`config.mk`:
```
export PLATFORM = sky130hd
export DESIGN_NAME = pop_sequence_monitor
export DESIGN_NICKNAME = d
export VERILOG_FILES = /design/src/rtl/pop_sequence_monitor.sv
export SDC_FILE = /design/constraint.sdc
export NUM_CORES = 1
export LEC_CHECK = 0
export BUFFER_PORTS_ARGS = -buffer_cell sky130_fd_sc_hd__buf_2
export CAP_MARGIN = 20
export CELL_PAD_IN_SITES_DETAIL_PLACEMENT = 0
export CELL_PAD_IN_SITES_GLOBAL_PLACEMENT = 1
export CORE_ASPECT_RATIO = 0.5
export CORE_MARGIN = 2
export CORE_UTILIZATION = 45
export CTS_CLUSTER_DIAMETER = 30
export DETAILED_ROUTE_END_ITERATION = 8
export PLACE_DENSITY = 0.74
export REMOVE_ABC_BUFFERS = 1
export SLEW_MARGIN = 30
export SYNTH_ARGS = -nofsm -noshare
export SYNTH_HDL_FRONTEND = slang
export SYNTH_SLANG_ARGS = --single-unit
```
`constraint.sdc`:
```
create_clock -name clk_2M5 -period 21.6 [get_ports clk_2M5]
set_input_delay 2.16 -clock clk_2M5 [delete_from_list [all_inputs] [get_ports clk_2M5]]
set_output_delay 2.16 -clock clk_2M5 [all_outputs]
set_load 0.01 [all_outputs]
```
`src/rtl/pop_sequence_monitor.sv`:
```
// Receive-side checker for the POP pulse train (pump, MW, probe, sample).
// Measures each segment in clk_2M5 cycles and reports one set per completed cycle.
`timescale 1ns/1ps

module pop_sequence_monitor #(
    parameter int CNT_W = 16,
    parameter int CYC_W = 20
) (
    input  logic             clk_2M5,
    input  logic             rst,
    input  logic             enable,
    input  logic             pump,
    input  logic             MW,
    input  logic             probe,
    input  logic             sample,
    output logic [CNT_W-1:0] pump_len,
    output logic [CNT_W-1:0] mw1_len,
    output logic [CNT_W-1:0] free_len,
    output logic [CNT_W-1:0] mw2_len,
    output logic [CNT_W-1:0] probe_len,
    output logic [CYC_W-1:0] cycle_len,
    output logic             meas_valid,
    output logic             err_valid,
    output logic [1:0]       err_code,
    output logic [15:0]      cycle_count
);

    typedef enum logic [2:0] {
        S_IDLE, S_PUMP, S_GAP1, S_MW1, S_FREE, S_MW2, S_GAP2, S_PROBE
    } state_t;

    typedef enum logic [1:0] {
        ERR_NONE  = 2'd0,
        ERR_ORDER = 2'd1,
        ERR_SAT   = 2'd2,
        ERR_DROP  = 2'd3
    } err_t;

    localparam logic [CNT_W-1:0] SEG_MAX  = '1;
    localparam logic [CYC_W-1:0] CYC_MAX  = '1;
    localparam logic [CNT_W-1:0] SEG_ONE  = CNT_W'(1);
    localparam logic [CYC_W-1:0] CYC_ONE  = CYC_W'(1);
    localparam logic [CNT_W-1:0] SEG_ZERO = '0;

    state_t           state_q, state_d;
    logic [CNT_W-1:0] seg_q, seg_d;
    logic [CYC_W-1:0] cyc_q, cyc_d;
    logic             pump_prev_q;

    // Staged segment lengths of the cycle in progress
    logic [CNT_W-1:0] pump_s_q, pump_s_d;
    logic [CNT_W-1:0] mw1_s_q, mw1_s_d;
    logic [CNT_W-1:0] free_s_q, free_s_d;
    logic [CNT_W-1:0] mw2_s_q, mw2_s_d;

    logic [CNT_W-1:0] pump_len_q, mw1_len_q, free_len_q, mw2_len_q, probe_len_q;
    logic [CYC_W-1:0] cycle_len_q;
    logic             meas_valid_q, err_valid_q;
    err_t             err_code_q, err_code_d;
    logic [15:0]      cycle_count_q;

    logic pump_rise;
    logic order_err, drop_err, sat_err;
    logic err_fire, done;

    assign pump_rise = pump && !pump_prev_q;

    always_comb begin
        // NOTE: every signal driven here gets a default first, so no path can infer a latch.
        state_d    = state_q;
        seg_d      = seg_q;
        cyc_d      = cyc_q;
        pump_s_d   = pump_s_q;
        mw1_s_d    = mw1_s_q;
        free_s_d   = free_s_q;
        mw2_s_d    = mw2_s_q;
        err_code_d = err_code_q;
        order_err  = 1'b0;
        drop_err   = 1'b0;
        err_fire   = 1'b0;
        done       = 1'b0;

        if (state_q != S_IDLE) begin
            cyc_d = cyc_q + CYC_ONE;
        end

        unique case (state_q)
            S_IDLE: begin
                if (pump_rise && !MW && !probe) begin
                    state_d = S_PUMP;
                    seg_d   = SEG_ONE;
                    cyc_d   = CYC_ONE;
                end
            end
            S_PUMP: begin
                if (MW || probe) begin
                    order_err = 1'b1;
                end else if (pump) begin
                    seg_d = seg_q + SEG_ONE;
                end else begin
                    pump_s_d = seg_q;
                    state_d  = S_GAP1;
                    seg_d    = SEG_ZERO;
                end
            end
            S_GAP1: begin
                if (pump || probe) begin
                    order_err = 1'b1;
                end else if (MW) begin
                    state_d = S_MW1;
                    seg_d   = SEG_ONE;
                end else begin
                    seg_d = seg_q + SEG_ONE;
                end
            end
            S_MW1: begin
                if (pump || probe) begin
                    order_err = 1'b1;
                end else if (MW) begin
                    seg_d = seg_q + SEG_ONE;
                end else begin
                    // The first MW-low sample is already one free-gap cycle
                    mw1_s_d = seg_q;
                    state_d = S_FREE;
                    seg_d   = SEG_ONE;
                end
            end
            S_FREE: begin
                if (pump || probe) begin
                    order_err = 1'b1;
                end else if (MW) begin
                    free_s_d = seg_q;
                    state_d  = S_MW2;
                    seg_d    = SEG_ONE;
                end else begin
                    seg_d = seg_q + SEG_ONE;
                end
            end
            S_MW2: begin
                if (pump || (MW && probe)) begin
                    order_err = 1'b1;
                end else if (MW) begin
                    seg_d = seg_q + SEG_ONE;
                end else begin
                    mw2_s_d = seg_q;
                    state_d = probe ? S_PROBE : S_GAP2;
                    seg_d   = probe ? SEG_ONE : SEG_ZERO;
                end
            end
            S_GAP2: begin
                if (pump || MW) begin
                    order_err = 1'b1;
                end else if (probe) begin
                    state_d = S_PROBE;
                    seg_d   = SEG_ONE;
                end else begin
                    seg_d = seg_q + SEG_ONE;
                end
            end
            S_PROBE: begin
                if (probe) begin
                    drop_err  = !sample;
                    order_err = pump || MW;
                    seg_d     = seg_q + SEG_ONE;
                end else begin
                    done = 1'b1;
                    // Back-to-back: the next pump may rise on the very edge probe falls
                    if (pump_rise && !MW) begin
                        state_d = S_PUMP;
                        seg_d   = SEG_ONE;
                        cyc_d   = CYC_ONE;
                    end else begin
                        state_d = S_IDLE;
                    end
                end
            end
            default: state_d = S_IDLE;
        endcase

        sat_err = (state_q != S_IDLE) && ((seg_q == SEG_MAX) || (cyc_q == CYC_MAX));

        if (drop_err) begin
            err_fire   = 1'b1;
            err_code_d = ERR_DROP;
        end else if (order_err) begin
            err_fire   = 1'b1;
            err_code_d = ERR_ORDER;
        end else if (sat_err) begin
            err_fire   = 1'b1;
            err_code_d = ERR_SAT;
        end

        if (!enable) begin
            err_fire   = 1'b0;
            err_code_d = err_code_q;
        end

        // Any abort drops the partial cycle; a fresh pump rise is needed to re-arm
        if (err_fire || !enable) begin
            state_d  = S_IDLE;
            done     = 1'b0;
            pump_s_d = SEG_ZERO;
            mw1_s_d  = SEG_ZERO;
            free_s_d = SEG_ZERO;
            mw2_s_d  = SEG_ZERO;
        end
    end

    always_ff @(posedge clk_2M5 or posedge rst) begin
        if (rst) begin
            state_q       <= S_IDLE;
            seg_q         <= '0;
            cyc_q         <= '0;
            pump_prev_q   <= 1'b0;
            pump_s_q      <= '0;
            mw1_s_q       <= '0;
            free_s_q      <= '0;
            mw2_s_q       <= '0;
            pump_len_q    <= '0;
            mw1_len_q     <= '0;
            free_len_q    <= '0;
            mw2_len_q     <= '0;
            probe_len_q   <= '0;
            cycle_len_q   <= '0;
            meas_valid_q  <= 1'b0;
            err_valid_q   <= 1'b0;
            err_code_q    <= ERR_NONE;
            cycle_count_q <= '0;
        end else begin
            // NOTE: non-blocking assignments so every register samples pre-edge values.
            state_q      <= state_d;
            seg_q        <= seg_d;
            cyc_q        <= cyc_d;
            pump_prev_q  <= pump;
            pump_s_q     <= pump_s_d;
            mw1_s_q      <= mw1_s_d;
            free_s_q     <= free_s_d;
            mw2_s_q      <= mw2_s_d;
            meas_valid_q <= done;
            err_valid_q  <= err_fire;
            err_code_q   <= err_code_d;
            if (done) begin
                pump_len_q    <= pump_s_q;
                mw1_len_q     <= mw1_s_q;
                free_len_q    <= free_s_q;
                mw2_len_q     <= mw2_s_q;
                probe_len_q   <= seg_q;
                cycle_len_q   <= cyc_q;
                cycle_count_q <= cycle_count_q + 16'd1;
            end
        end
    end

    assign pump_len    = pump_len_q;
    assign mw1_len     = mw1_len_q;
    assign free_len    = free_len_q;
    assign mw2_len     = mw2_len_q;
    assign probe_len   = probe_len_q;
    assign cycle_len   = cycle_len_q;
    assign meas_valid  = meas_valid_q;
    assign err_valid   = err_valid_q;
    assign err_code    = err_code_q;
    assign cycle_count = cycle_count_q;

endmodule

```
Yosys cells after proc, flatten, opt, wreduce, memory -nomap -nowiden
Cells that the tools add are included.
Widths: inputs -> output; s select.

word-level totals
  register bits after elaboration = 224
  input bits = 7

operators by class
  equality and inequality tests = 35
  reductions and logical operators = 33
  muxes and demuxes = 71
  add/sub/neg operators = 3

operators with widths
  operator               count
  $mux 16                28
  $pmux 16 s7            1
  $mux 20                4
  $mux 3                 15
  $ne 3x3->1 const B     15
  $pmux 20 s2            1
  $add 16x1->16 const B  2
  $pmux 3 s8             1
  $add 20x1->20 const B  1
  $eq 20x20->1 const B   1
  $mux 1                 17
  $eq 16x16->1 const B   1
  $reduce_and 14->1      1
  $eq 3x3->1 const B     4
  $ne 2x2->1 const B     6
  $reduce_and 3->1       4
  $ne 2x1->1 const B     5
  $reduce_bool 2->1      5
  $reduce_and 7->1       1
  $eq 3x2->1 const B     2
  $logic_or 1x1->1       6
  $mux 2                 3
  $reduce_bool 3->1      2
  $logic_and 1x1->1      5
  7 further kinds        11

Logic depth before layout (Yosys ltp)
Gate-level depths: netlist of run 1.

  depth in word-level cells = 10
  gate-level depth with buffers = 12
  gate-level depth less buffers = 8

Least setup slack after synthesis of run 1
Ideal clock, no wire load.

  path type = input port to flip-flop
  start point = input probe
  end point = register mw2_len_q[10], in the netlist mw2_len[10]
  required time = 21473 ps
  path slack = 17807 ps
  stages = 8
  arrival time = 3665 ps
  buffers on the path = 2
  cells stage by stage = o21ai_0 > o22ai_1 > nor3_1 > and2_1 > nand2_2 > buf_6 > buf_6 > mux2_1

on the way
  cells in the longest elaborated chain, start to end = 9

RTL lines
  element                 line  RTL
  start: declaration      14    input logic probe,
  $logic_and 1x1->1       140   if (pump || (MW && probe)) begin
  $logic_or 1x1->1        140
  $mux 1                  140
  $pmux 1 s5              87    unique case (state_q)
  $mux 1                  185   end else if (order_err) begin
  $mux 1                  182   if (drop_err) begin
  $mux 1                  193   if (!enable) begin
  $logic_or 1x1->1        199   if (err_fire || !enable) begin
  $mux 1 (*)              199
  end signal: assignment  246   mw2_len_q <= mw2_s_q;
  end: declaration        56    logic [CNT_W-1:0] pump_len_q, mw1_len_q, free_len_q, mw2_len_q, probe_len_q;

Mark *: on every way between the ends. The rest lies on a longest branch, timed or not.
A chain may end at the register's enable or synchronous reset.

Worst setup path in the final report of run 1
  start point = input probe
  end point = register pump_len_q[1], in the netlist pump_len[1]

on the way
  cells in the longest elaborated chain, start to end = 9

RTL lines
  element                 line  RTL
  $logic_and 1x1->1       140
  $logic_or 1x1->1        140
  $mux 1                  140
  $pmux 1 s5              87
  $mux 1                  185
  $mux 1                  182
  $mux 1                  193
  $logic_or 1x1->1        199
  $mux 1 (*)              199
  end signal: assignment  243   pump_len_q <= pump_s_q;
  end: declaration        56

Marks and branches as above.

==> results of run 1 <==
==> critical path, cell delays in order <==
cell	delay, ps
buf_2	170
o21ai_0	240
o22ai_1	180
nor3_1	430
and2_1	480
nand2_4	390
buf_4	510
mux2_2	410
==> final timing paths <==
kind,cells past startpoint,from,to
setup / recovery,8,probe,pump_len[1]
hold reg to reg,1,cycle_count[15],cycle_count[15]
min in group asynchronous,2,rst,meas_valid
max in group asynchronous,3,rst,cycle_count[3]
hold / removal,1,cycle_count[15],cycle_count[15]
setup reg to reg,9,state_q[0],pump_len[1]
==> cell type report <==
| class | instances | share of cell area |
|---|---|---|
| tap | 300 | 0.0321 |
| clock buffer | 44 | 0.0831 |
| multi-input combinational | 593 | 0.325 |
| inverter | 10 | 0.00385 |
| clock inverter | 15 | 0.0196 |
| timing repair buffer | 131 | 0.0577 |
| sequential | 224 | 0.479 |
==> stage by stage <==
stage	cells	hold WS, ps	instance area (µm²)	utilization	power, mW
after CTS	1317	467	11700	0.544	1.10
final	1317	468	11700	0.544	1.09
after detailed placement	1258	460	10500	0.488	0.522
after global routing	1317	477	11700	0.544	1.13
after floorplan	827	458	9430	-	0.491
after global placement	1258	451	10500	0.488	0.521
==> cells by family (layout without fill, tap and decap cells) <==
family | count (synthesis) | count (layout) | synth area share
simple gates | 303 | 303 | 0.144
fa+ha+maj | 8 | 8 | 0.0103
compound gates | 155 | 155 | 0.0933
mux | 104 | 104 | 0.120
flops | 224 | 224 | 0.574
xor+xnor | 23 | 23 | 0.0206
buf+inv | 71 | 200 | 0.0383
==> registers in the layout, summed over array words and instances (netlist names) <==
| name | count |
|---|---|
| mw2_s_q | 16 |
| probe_len | 16 |
| mw1_s_q | 16 |
| meas_valid | 1 |
| err_code | 2 |
| mw2_len | 16 |
| cycle_count | 16 |
| cyc_q | 20 |
| mw1_len | 16 |
| state_q | 3 |
| pump_len | 16 |
| pump_s_q | 16 |
| err_valid | 1 |
| seg_q | 16 |
| free_s_q | 16 |
| pump_prev_q | 1 |
| free_len | 16 |
| cycle_len | 20 |
==> cells in the final DEF (no fill, tap or decap), types with 3 or more instances in the layout <==
cell | Yosys | layout
o31ai_1 | 5 | 5
bufinv_16 | 0 | 5
o41ai_1 | 5 | 5
a31oi_1 | 8 | 8
ha_1 | 8 | 8
nand4_1 | 16 | 16
xnor2_1 | 13 | 13
mux2_1 | 13 | 13
clkbuf_1 | 31 | 5
xor2_1 | 10 | 10
and3_1 | 11 | 11
mux2_2 | 88 | 88
a21oi_1 | 75 | 75
and4_1 | 4 | 4
and2_1 | 7 | 7
nand3_1 | 14 | 14
dfrtp_1 | 224 | 224
clkbuf_16 | 0 | 37
buf_2 | 14 | 126
clkinvlp_4 | 0 | 4
buf_4 | 2 | 3
mux2i_1 | 3 | 3
a22o_1 | 7 | 7
nand2_1 | 173 | 173
inv_6 | 0 | 3
nor2_1 | 42 | 42
or3_1 | 4 | 4
inv_1 | 10 | 9
nor3_1 | 4 | 4
nand2b_1 | 3 | 3
nor4_1 | 4 | 3
o21ai_0 | 36 | 36
nor2b_1 | 8 | 8
==> metal layers <==
metal | share of wire | track usage
met3 | 0.050 | 0.0410
met4 | 0.014 | 0.0430
met5 | 0 | 0
met2 | 0.45 | 0.315
met1 | 0.48 | 0.300
==> power by group <==
group / internal (mW) / switching (mW) / leakage (nW)
combinational: 0.0191 / 0.0417 / 2.11
sequential: 0.429 / 0.0249 / 3.11
clock: 0.379 / 0.196 / 0.573
total: 0.828 / 0.263 / 5.80
==> impl_metrics.yaml, run 1 <==
detailed_routing:
  ant_nets: 0
  via_per_inst: 5.28
  dr.pass1.iters: 5
  vias: 6952
  wl_per_cell_um: 17.3
  drc: 0
  routed_wl_um: 22800
  dr.first_iter.drc_count: 553
placement:
  port_buffers: 126
  pre_cts_slack_ps: 16400
  gp_congestion: 0.774
  dp_hpwl_um: 14400
yosys:
  yosysTopAreaCell: "dfrtp_1"
  ys_seq_elements: 224
  syn_avg_cell_area_um2: 11.0
  synth_area_mm2: 0.00977
  yosysTopAreaCellShare: 0.574
  yosys_warnings: 0
  yosysMostFrequentCell: "dfrtp_1"
  synth_flop_cell: "dfrtp_1"
  ys_top_cells_by_area: "dfrtp_1 57%, mux2_2 10%, nand2_1 6.6%"
  synth_edf_count: 0
  synth_commonest_cells: "224 x dfrtp_1, 173 x nand2_1, 88 x mux2_2, 75 x a21oi_1, 42 x nor2_1"
  synthDistinctLibCells: 54
  synth_seq_area_share: 0.574
  syn_inst: 888
  async_flop_share: 1.00
power_and_ir_drop:
  leakagePower_nw: 5.80
  peakVddDrop_mv: 0.0500
  pwr_density_cell_mw_per_mm2: 93.2
timing:
  hold_violations: 0
  fin_setup_tns_ps: 0
  post-route-period-util: 0.217
  rsz0062_at_grt: "no"
  relSlewSlack: 0.398
  tightest_slew_ps: 902
  maxSlewViolCount: 0
  max_clock_freq_ghz: 0.214
  fin_ws_ps: 16920
  setup_viol: 0
  fin_skew_ps: 13.7
  layout_min_cycle_time_ps: 4680
global_route:
  grt_max_degree: 86
  grt_use_total: 0.204
  grt_overflow: 0
  grt_pass1_vias: 6892
  grt_pass1_wl_um: 36900
  grt_antenna_before_repair: 0
run:
  max_cap_viol_count: 0
cts:
  cts_setup_buffers: 0
  ctsResizeCount: 0
  cts_buffer_depth: 3
  path_clk_slew_ps: 50
  insertion_delay_ps: 500
  cts_tree: "done"
  clock-root-buffer: "clkbuf_16"
  numCtsBuffers: 36
  clock_sinks: 224
  hold_buffers: 0
  htree_levels: 2
cells_and_area:
  register_area_mm2: 0.00561
  nets: 1011
  fillers: 1954
  drive_gt1_frac: 0.281
  syn_to_final_growth_pct: 19.8
  multi_input_area_mm2: 0.00380
  diodes: 0
die:
  io_pins: 127
  die_h_um: 108
  rows: 38
  initial_core_util: 0.454
  die_x_um: 212
  dieArea_mm2: 0.0230
  core_area_mm2: 0.0215
setup_path:
  path_max_fanout: 69
  end_kind: "register"
  r2r_slack_ps: 17490
  crit_arrival_ps: 5050
  worstSetupPathType: "input pin to register"
  required_ps: 21970
  critPathLaunchType: "input pin"
run_status:
  outcome: "complete, no violations"
worst_hold_path:
  hold_class: "register to register"
Note: power is estimated with default switching activity, not from simulation.
==> inputs of run 2 (changes only) <==
==> constraint.sdc (replaced) <==
create_clock -name clk_2M5 -period 4.6 [get_ports clk_2M5]
set_input_delay 0.46 -clock clk_2M5 [delete_from_list [all_inputs] [get_ports clk_2M5]]
set_output_delay 0.46 -clock clk_2M5 [all_outputs]
set_load 0.01 [all_outputs]
==> impl_metrics.yaml, run 2 (synthesis gave the netlist of run 1 again) <==
setup_path:
  slowest_stage: "nor2b_1"
  worstSetupPathType: "register to register"
  slowest_delay_ps: 530
  end_kind: "register"
  crit_arrival_ps: 4090
  critPathLaunchType: "register"
  path_max_fanout: 53
  crit_chain: "inv_1 -> ha_1 -> nor2b_1 -> nor4b_1 -> a22oi_2 -> and2_1 -> nand2_4 -> buf_4 -> mux2_1"
  required_ps: 4960
global_route:
  grt_max_degree: 109
  grt_antenna_before_repair: 2
  grt_pass1_vias: 6930
  grt_overflow: 0
  grt_use_total: 0.208
  grt_pass1_wl_um: 37800
detailed_routing:
  wl_per_cell_um: 17.6
  via_per_inst: 5.33
  dr.pass1.iters: 5
  ant_nets: 0
  vias: 7048
  dr.first_iter.drc_count: 509
  drc: 0
  routed_wl_um: 23200
cts:
  clock-root-buffer: "clkbuf_16"
  hold_buffers: 0
  ctsResizeCount: 0
  path_clk_slew_ps: 60
  cts_tree: "done"
  htree_levels: 2
  cts_buffer_depth: 3
  insertion_delay_ps: 490
  numCtsBuffers: 35
  clock_sinks: 224
  cts_setup_buffers: 0
cells_and_area:
  syn_to_final_growth_pct: 20.6
  final_cell_area_mm2: 0.0118
  final_util: 0.548
  drive_gt1_frac: 0.287
  final_common_cell: "dfrtp_1"
  final_cell_mix: "224 x dfrtp_1, 173 x nand2_1, 126 x buf_2"
  nets: 1013
timing:
  rsz0062_at_grt: "no"
  layout_min_cycle_time_ps: 3730
  max_clock_freq_ghz: 0.268
  post-route-period-util: 0.810
  maxSlewViolCount: 0
  tightest_slew_ps: 834
  relSlewSlack: 0.443
  fin_skew_ps: 23.0
  hold_violations: 0
  setup_viol: 0
run_status:
  outcome: "complete, no violations"
die:
  die_x_um: 212
  io_pins: 127
  initial_core_util: 0.454
  dieArea_mm2: 0.0230
  core_area_mm2: 0.0215
  rows: 38
  die_h_um: 108
worst_hold_path:
  hold_class: "input pin to asynchronous set/reset pin"
run:
  max_cap_viol_count: 0
power_and_ir_drop:
  leakagePower_nw: 5.85
  peakVddDrop_mv: 0.213
  pwr_density_cell_mw_per_mm2: 439
placement:
  dp_hpwl_um: 15100
  port_buffers: 126
  gp_congestion: 0.832
  placed_area_mm2: 0.0105
==> run 2: cell count changes in the layout (fill, tap and decap cells not counted), moves of 2 or more <==
| cell | delta |
|---|---|
| clkbuf_8 | +6 |
| buf_4 | +4 |
| clkbuf_1 | -2 |
| buf_6 | -2 |
| inv_6 | -3 |
| clkinvlp_4 | -2 |
| clkinv_2 | +3 |
==> run 2: cell type report <==
| cell class | count | area [µm²] |
|---|---|---|
| antenna | 1 | 2.50 |
| timing repair buffer | 134 | 703 |
| inverter | 10 | 45.0 |
| clock buffer | 48 | 1050 |
| fill | 1907 | 9710 |
| multi-input combinational | 593 | 3800 |
| tap | 300 | 375 |
| sequential | 224 | 5610 |
| clock inverter | 13 | 205 |
==> run 2: layer usage <==
| metal | vias to the layer above | global-route usage | share of wire |
|---|---|---|---|
| met5 | - | 0 | 0.00030 |
| met4 | 2 | 0.0500 | 0.017 |
| met3 | 32 | 0.0410 | 0.047 |
| met2 | 164 | 0.315 | 0.45 |
| met1 | 3538 | 0.308 | 0.48 |
| li1 | 3312 | - | - |
==> run 2: worst max-delay path, delay by kind of cell, from the launching register on <==
family,cells,cell delay (ps)
AND/OR/NAND/NOR,4,1680
adder cells (fa/ha/maj),1,380
AO/OA/AOI/OAI,1,250
flip-flops,1,420
buffers and inverters,2,540
multiplexers,1,340
==> run 2: where the power goes <==
part	switching, mW	internal (mW)
clock network	0.907	1.87
logic	0.194	0.0902
registers	0.0906	2.02
total	1.19	3.98
==> run 2: path summary, 6_finish.rpt <==
| path | start | to | slack (ps) | cells after the start |
|---|---|---|---|---|
| worst min-delay path | rst | mw1_len[4] | 90 | 2 |
| worst max-delay path | state_q[0] | mw2_len[6] | 870 | 9 |
| worst max register to register | state_q[0] | mw2_len[6] | 870 | 9 |
| worst min register to register | cycle_count[15] | cycle_count[15] | 460 | 1 |
| min in group clk_2M5 | pump | pump_prev_q | 190 | 1 |
| max in group asynchronous | rst | free_len[13] | 3520 | 3 |
==> run 2: metrics by stage <==
stage          worst slack (ps)  hold WS (ps)  instances  TNS (ps)  total power [mW]
2_1_floorplan             -1990           458        827   -446760              2.31
6_report                    873          89.6       1323         0              5.17
3_5_place_dp                728           452       1261         0              2.43
4_1_cts                     702           140       1322         0              5.23
5_1_grt                     593           175       1323         0              5.37
3_3_place_gp                902           450       1261         0              2.42
==> inputs of run 3 (changes only) <==
--- a/config.mk
+++ b/config.mk
@@ -11,10 +11,10 @@
 export CELL_PAD_IN_SITES_GLOBAL_PLACEMENT = 1
 export CORE_ASPECT_RATIO = 0.5
 export CORE_MARGIN = 2
-export CORE_UTILIZATION = 45
+export CORE_UTILIZATION = 41
 export CTS_CLUSTER_DIAMETER = 30
 export DETAILED_ROUTE_END_ITERATION = 8
-export PLACE_DENSITY = 0.74
+export PLACE_DENSITY = 0.71
 export REMOVE_ABC_BUFFERS = 1
 export SLEW_MARGIN = 30
 export SYNTH_ARGS = -nofsm -noshare
==> constraint.sdc (replaced) <==
create_clock -name clk_2M5 -period 3.1 [get_ports clk_2M5]
set_input_delay 0.31 -clock clk_2M5 [delete_from_list [all_inputs] [get_ports clk_2M5]]
set_output_delay 0.31 -clock clk_2M5 [all_outputs]
set_load 0.01 [all_outputs]
==> impl_metrics.yaml, run 3 (synthesis gave the netlist of run 1 again) <==
run_status:
  outcome: "complete, no violations"
timing:
  fin_skew_ps: 11.7
  rsz0062_at_grt: "no"
  hold_slack_ps: 33.0
  max_clock_freq_ghz: 0.354
  maxSlewViolCount: 0
  relSlewSlack: 0.452
  post-route-period-util: 0.911
  layout_min_cycle_time_ps: 2820
  tightest_slew_ps: 820
  hold_violations: 0
  setup_viol: 0
cts:
  cts_buffer_depth: 3
  htree_levels: 2
  path_clk_slew_ps: 50
  clock-root-buffer: "clkbuf_16"
  numCtsBuffers: 36
  ctsResizeCount: 0
  cts_tree: "done"
  insertion_delay_ps: 490
  clock_sinks: 224
die:
  dieArea_mm2: 0.0251
  rows: 39
  die_x_um: 222
  initial_core_util: 0.423
  die_h_um: 113
  core_area_mm2: 0.0231
  io_pins: 127
setup_path:
  slowest_stage: "nor2b_1"
  cp_num_buf_inv: 3
  required_ps: 3480
  crit_chain: "inv_1 -> ha_1 -> nor2b_1 -> nor4b_1 -> a22oi_2 -> and2_1 -> buf_4 -> nand3_2 -> buf_12 -> a211oi_1"
  path_max_fanout: 67
  r2r.worst_path.cells: 10
  r2r_start: "state_q[0]"
  r2r_end: "state_q[0]"
  path_delay_family: "simple AND/OR/NAND/NOR gates"
  worstSetupPathType: "register to register"
  critPathLaunchType: "register"
  worstSetupStartpoint: "state_q[0]"
  endpoint: "state_q[0]"
  end_kind: "register"
  worst-path-stages: 10
  crit_arrival_ps: 3200
  slowest_delay_ps: 500
  r2r_slack_ps: 280
power_and_ir_drop:
  p_clk_frac: 0.516
  seqPwrFrac: 0.410
  p_sw_mw: 1.84
  p_comb_frac: 0.075
  pwr_density_cell_mw_per_mm2: 631
  p_sw_frac: 0.244
  leakagePower_nw: 5.96
  total_power_mw: 7.53
  power.internal_mw: 5.69
  peakVddDrop_mv: 0.291
detailed_routing:
  routed_wl_um: 23200
  dr.pass1.iters: 5
  via_per_inst: 5.19
  dr.first_iter.drc_count: 526
  ant_nets: 0
  vias: 7046
  drc: 0
  wl_per_cell_um: 17.1
cells_and_area:
  multi_input_area_mm2: 0.00379
  register_area_mm2: 0.00561
  drive_gt1_frac: 0.303
  final_cell_mix: "224 x dfrtp_1, 173 x nand2_1, 126 x buf_2"
  fillers: 2103
  syn_to_final_growth_pct: 22.2
  final_common_cell: "dfrtp_1"
  nets: 1039
  diodes: 0
  final_util: 0.517
global_route:
  grt_antenna_before_repair: 0
  grt_max_degree: 102
  grt_overflow: 0
  grt_pass1_vias: 7095
  grt_pass1_wl_um: 38200
  grt_use_total: 0.189
placement:
  dp_hpwl_um: 15000
  gp_congestion: 0.827
  port_buffers: 126
run:
  max_cap_viol_count: 0
worst_hold_path:
  hold_class: "input pin to register"
[run 3: area by class of cell]
class	count	area share
clock inverters	20	0.0166
flip-flops and latches	224	0.470
multi-input cells	593	0.318
inverters	10	0.00377
repair buffers	159	0.0780
clock buffers	44	0.0823
well taps	307	0.0322
[run 3: repair_timing]
action                    in CTS  in global routing
hold buffers                   1                  0
buffers inserted               0                  0
hold endpoints to repair      96                  0
[run 3: power by group through the flow]
stage               Sequential, mW  Clock (mW)  Combinational [mW]
floorplan                     3.13           0               0.293
global placement              3.13           0               0.555
detailed placement            3.13           0               0.568
CTS                           3.08        3.97               0.571
global route                  3.09        4.12               0.628
finish                        3.08        3.88               0.561
[run 3: how the worst min path moves through the flow]
stage | startpoint | end | slack [ps] | cells past startpoint
after CTS | pump | pump_prev_q | 20 | 1
after global placement | cycle_count[15] | cycle_count[15] | 450 | 1
after global routing | pump | pump_prev_q | 20 | 1
after detailed placement | cycle_count[15] | cycle_count[15] | 460 | 1
after floorplan | pump | pump_prev_q | 340 | 0
final | pump | pump_prev_q | 30 | 1
[run 3: metrics by stage]
step / cell area (µm²) / TNS (ps) / std cells / setup WS, ps
after floorplan: 9430 / -806680 / 827 / -3340
after global placement: 10700 / 0 / 1292 / 506
after detailed placement: 10700 / 0 / 1292 / 347
after CTS: 11900 / 0 / 1357 / 314
after global routing: 11900 / 0 / 1357 / 42.0
final: 11900 / 0 / 1357 / 277
[run 3: per-layer routing]
layer,routed length (µm),track usage
met1,11200,0.270
met2,10700,0.296
met3,1050,0.0415
met4,274,0.0414
met5,0,0
